## src/rtl/fetch_unit.sv

```systemverilog
// Sequential instruction fetch: issues PC requests to an in-order cache, keeps
// in-flight PCs in a small FIFO and pairs each returned word with its PC.
package C;
  localparam int XLEN = 64;
endpackage

module fetch_unit #(
  parameter int              XLEN         = C::XLEN,
  parameter logic [XLEN-1:0] BOOT_ADDR    = XLEN'(64'h8000_0000),
  parameter int              MAX_INFLIGHT = 4
) (
  input  logic             clk,
  input  logic             rstn,
  input  logic             fetch_addr_ready,
  output logic             fetch_addr_valid,
  output logic [XLEN-1:0]  fetch_addr,
  input  logic             fetch_data_valid,
  input  logic [31:0]      fetch_data,
  output logic             fetch_data_ready,
  output logic [XLEN+31:0] fetch_o,        // fetch_data_t {pc, instr}, pc in the upper bits
  output logic             fetch_o_valid,
  input  logic             fetch_o_ready
);
  localparam int PTR_W = $clog2(MAX_INFLIGHT);
  localparam int CNT_W = PTR_W + 1;

  typedef struct packed {
    logic [XLEN-1:0] pc;
    logic [31:0]     instr;
  } fetch_data_t;

  logic [XLEN-1:0]  pc_q, pc_d;
  logic [PTR_W-1:0] head_q, head_d;
  logic [PTR_W-1:0] tail_q, tail_d;
  logic [CNT_W-1:0] count_q, count_d;
  logic [XLEN-1:0]  pc_mem_q [MAX_INFLIGHT];
  fetch_data_t      out_q, out_d;
  logic             out_valid_q, out_valid_d;
  logic             push, pop;

  // Both ready/valid outputs are forced low combinationally while rstn is low.
  assign fetch_addr_valid = rstn && (count_q < CNT_W'(MAX_INFLIGHT));
  assign fetch_addr       = pc_q;
  assign fetch_data_ready = rstn && (count_q != '0) && (!out_valid_q || fetch_o_ready);

  assign push = fetch_addr_valid && fetch_addr_ready;
  assign pop  = fetch_data_valid && fetch_data_ready;

  assign fetch_o       = out_q;
  assign fetch_o_valid = out_valid_q;

  always_comb begin
    // NOTE: every variable gets its hold value first so no path leaves it unassigned (no latch).
    pc_d        = pc_q;
    head_d      = head_q;
    tail_d      = tail_q;
    out_d       = out_q;
    out_valid_d = out_valid_q;

    if (push) begin
      pc_d   = pc_q + XLEN'(4);
      tail_d = tail_q + PTR_W'(1);
    end

    if (pop) begin
      head_d       = head_q + PTR_W'(1);
      out_d.pc     = pc_mem_q[head_q];
      out_d.instr  = fetch_data;
      out_valid_d  = 1'b1;
    end else if (fetch_o_ready) begin
      out_valid_d  = 1'b0;
    end

    count_d = count_q + CNT_W'(push) - CNT_W'(pop);
  end

  // NOTE: state registers use non-blocking assignments; the comb block above uses blocking.
  always_ff @(posedge clk) begin
    if (!rstn) begin
      pc_q        <= BOOT_ADDR;
      head_q      <= '0;
      tail_q      <= '0;
      count_q     <= '0;
      out_valid_q <= 1'b0;
    end else begin
      pc_q        <= pc_d;
      head_q      <= head_d;
      tail_q      <= tail_d;
      count_q     <= count_d;
      out_valid_q <= out_valid_d;
    end
  end

  // NOTE: PC storage and output payload are not reset; count and valid qualify their contents.
  always_ff @(posedge clk) begin
    if (push) pc_mem_q[tail_q] <= pc_q;
    out_q <= out_d;
  end

endmodule

```

## config.mk

```make
export PLATFORM = sky130hd
export DESIGN_NAME = fetch_unit
export DESIGN_NICKNAME = d
export VERILOG_FILES = /design/src/rtl/fetch_unit.sv
export SDC_FILE = /design/constraint.sdc
export NUM_CORES = 1
export LEC_CHECK = 0
export BUFFER_PORTS_ARGS = -buffer_cell sky130_fd_sc_hd__clkbuf_2
export CAP_MARGIN = 5
export CORE_ASPECT_RATIO = 0.8
export CORE_MARGIN = 3
export CORE_UTILIZATION = 57
export CTS_CLUSTER_DIAMETER = 200
export DETAILED_ROUTE_END_ITERATION = 10
export MAX_ROUTING_LAYER = met4
export PLACE_DENSITY = 0.87
export SYNTH_ARGS = -nofsm -noshare
export SYNTH_HDL_FRONTEND = slang
export SYNTH_SLANG_ARGS = --single-unit
```

## constraint.sdc

```tcl
create_clock -name clk -period 4.65 [get_ports clk]
set_input_delay 0.465 -clock clk [delete_from_list [all_inputs] [get_ports clk]]
set_output_delay 0.465 -clock clk [all_outputs]
set_load 0.02 [all_outputs]
```

==> qor.csv <==
stage;metric;value;unit
status;outcome;finished clean;
logic_synthesis;syn_avg_cell_area;18.4;um2
grt;grt_remaining_overflow;0;
worst_setup_path;cp_data_required_time;5090;ps
worst_setup_path;crit_family;simple AND/OR/NAND/NOR gates;
routing;avgViaCountPerCell;5.83;
logic_synthesis;synth_edf_count;342;
power_and_ir_drop;p_leak;0.00646;uW
sta;hold_viol_final;0;
worst_setup_path;worstReg2RegStart;fetch_addr[31];
clock_tree;cts_tree;built;
routing;drcViolationCount;0;
sta;tns;0;ps
sta;clock_skew;16.4;ps
placement;gp_congestion;0.807;
sta;finalSetupViolations;0;
clock_tree;cts_buffers;40;
clock_tree;cts_setup_buffers;0;
logic_synthesis;yosys-top-cells-area;edfxtp_1 68%, dfxtp_1 9.3%, mux4_2 9.2%;
worst_setup_path;crit_path_top_delay_cell;nor4_1;
clock_tree;cts_hold_buf;0;
layout;layout.nets;1089;
sta;finalCritPeriodShare;62.8;%
sta;fin_crit;2920;ps
worst_hold_path;hp-start;fetch_data[0];
logic_synthesis;yosysUniqueCellTypes;41;
worst_setup_path;crit_chain;nand3_1 -> nor4_1 -> nand4_1 -> or4_1 -> a21oi_1;
grt;first_global_vias;8258;
routing;ant_nets;0;
grt;grt_pass1_wl;47400;um
sta;rsz0062_at_grt;no;
placement;io_buffer_count;195;
logic_synthesis;yosys.cell_count.top_type;edfxtp_1;
clock_tree;ctsHtreeMaxLevel;2;
clock_tree;clk_latency;510;ps
power_and_ir_drop;power_density;459;nW/um2
logic_synthesis;ys_async_sr_fraction;0;%
worst_setup_path;critPathBufInv;0;
worst_setup_path;startpoint_type;flip-flop;
logic_synthesis;syn_area;15100;um2
sta;timing.final.ws_setup;1730;ps
floorplan;die_w;188;um
worst_setup_path;end_kind;flip-flop;
routing;routed_wl;30800;um
floorplan;io_pins;200;
clock_tree;cts_root_buf;clkbuf_16;
logic_synthesis;yosys_warnings;0;
floorplan;die_h;152;um
floorplan;start_util;58.9;%
layout;nFillCells;1624;
grt;grt_max_degree;65;
grt;antenna_found_initial;1;
floorplan;die_area;28600;um2
logic_synthesis;ys_ff_latch;412;
worst_setup_path;crit_type;flip-flop to flip-flop;
routing;vias;8316;
worst_setup_path;worstPathMaxFanout;11;
sta;tightest_slew;1230;ps
clock_tree;cts.clk_slew.worst_paths;60;ps
routing;drtPass1Iterations;6;
routing;first_iter_violations;847;
power_and_ir_drop;vdd_drop_max;313;uV
clock_tree;cts_buffer_depth;3;
layout;syn_to_final_growth;17.6;%
placement;dp_hpwl;18800;um
placement;place_ws;1730;ps
floorplan;rows;52;
logic_synthesis;synth_common_cells;342 x edfxtp_1, 70 x dfxtp_1, 62 x mux4_2;
routing;routedWlPerCell;21.6;um
logic_synthesis;yosysTopAreaCell;edfxtp_1;
worst_hold_path;hold_path.class;input pin to flip-flop;
flow_run;cap_violations;0;
layout;layout-drive-gt1-share;32.2;%
worst_setup_path;startpoint;fetch_addr[31];
logic_synthesis;synth_top_area_share;67.9;%
floorplan;core-area;25700;um2
logic_synthesis;ys_seq_area_share;77.1;%
sta;slew_headroom;18.3;%
sta;slew_violations;0;
logic_synthesis;postSynthCellCount;821;
worst_setup_path;slowest_delay;690;ps
logic_synthesis;ys_dominant_reg_cell;edfxtp_1;
grt;grt_usage;22.3;%
clock_tree;cts_resized;0;
worst_setup_path;critPathArrivalTime;3350;ps
sta;timing.fmax;0.343;GHz
clock_tree;cts_sinks;412;
-- sequential cells by signal, indices dropped and copies added (netlist names) --
signal,flops
fetch_o_valid,1
head_q,2
tail_q,2
count_q,3
pc_mem_q,248
fetch_addr,62
fetch_o,94
-- layout by cell type (no fill, tap or decap), types with 9 or more instances in the layout --
cell / netlist / final
a21oi_1: 30 / 30
buf_4: 4 / 11
clkbuf_1: 15 / 9
clkbuf_16: 0 / 42
clkbuf_2: 0 / 195
dfxtp_1: 70 / 68
edfxtp_1: 342 / 342
inv_1: 13 / 12
mux4_2: 62 / 62
nand2_1: 30 / 30
nand3_1: 30 / 30
nand4_1: 27 / 27
nor2_1: 42 / 42
nor4_1: 9 / 9
o21ai_0: 23 / 23
or3_1: 23 / 23
xnor2_1: 9 / 9
xor2_1: 28 / 28
-- worst register-to-register path, cell delays in order, from the launching register on --
cell,delay [ps]
dfxtp_1,540
nand3_1,270
nor4_1,690
nand4_1,570
or4_1,630
a21oi_1,140
-- per-stage QoR --
stage	cell area (um2)	hold WS, ps	instances	utilization [%]	total power [uW]
4_1_cts	17800	104	1425	69.3	8240
3_5_place_dp	16500	546	1353	64.3	5140
5_1_grt	17800	107	1426	69.3	8460
3_3_place_gp	16500	531	1353	64.3	5120
2_1_floorplan	15100	503	824	-	4910
6_report	17800	124	1426	69.3	8160
-- per-layer routing --
| metal | share of wire (%) | wire length, um | track usage, % |
|---|---|---|---|
| met4 | 1.9 | 601 | 6.00 |
| met1 | 43 | 13300 | 31.8 |
| met3 | 8.2 | 2520 | 4.48 |
| met2 | 47 | 14500 | 33.8 |
| met5 | 0 | 0 | - |
-- final timing paths --
kind / slack [ps] / cells after the start / end
min: 120 / 1 / fetch_o[0]
max reg2reg: 1730 / 5 / fetch_addr[63]
min reg2reg: 570 / 2 / count_q[2]
max: 1730 / 5 / fetch_addr[63]
-- report_power, final --
part | internal, uW | switching [uW] | leakage [uW] | total [uW]
Clock | 1830 | 1280 | 0.000624 | 3110
Sequential | 4230 | 130 | 0.00404 | 4360
Combinational | 296 | 403 | 0.00179 | 699
-- layout make-up --
| class | instances | area, um2 | share of cell area, % |
|---|---|---|---|
| clock buffers | 55 | 1140 | 6.40 |
| diodes | 1 | 2.50 | 0.0141 |
| inverters | 15 | 63.8 | 0.358 |
| flip-flops and latches | 412 | 11700 | 65.6 |
| clock inverters | 17 | 133 | 0.745 |
| multi-input cells | 369 | 3290 | 18.5 |
| well taps | 351 | 439 | 2.47 |
| repair buffers | 206 | 1060 | 5.95 |
-- kinds of logic after synthesis --
family                     after synthesis  share of synthesized area, %
AOI/OAI and AO/OA                       60                          2.12
xor gates and xnor gates                37                          2.14
adders and majority gates                8                         0.711
buffers and inverters                   43                          1.26
DFF                                    412                          77.1
muxes                                   62                          9.23
other                                    1                        0.0248
and+or+nand+nor                        198                          7.42
(Power assumes the default switching activity.)
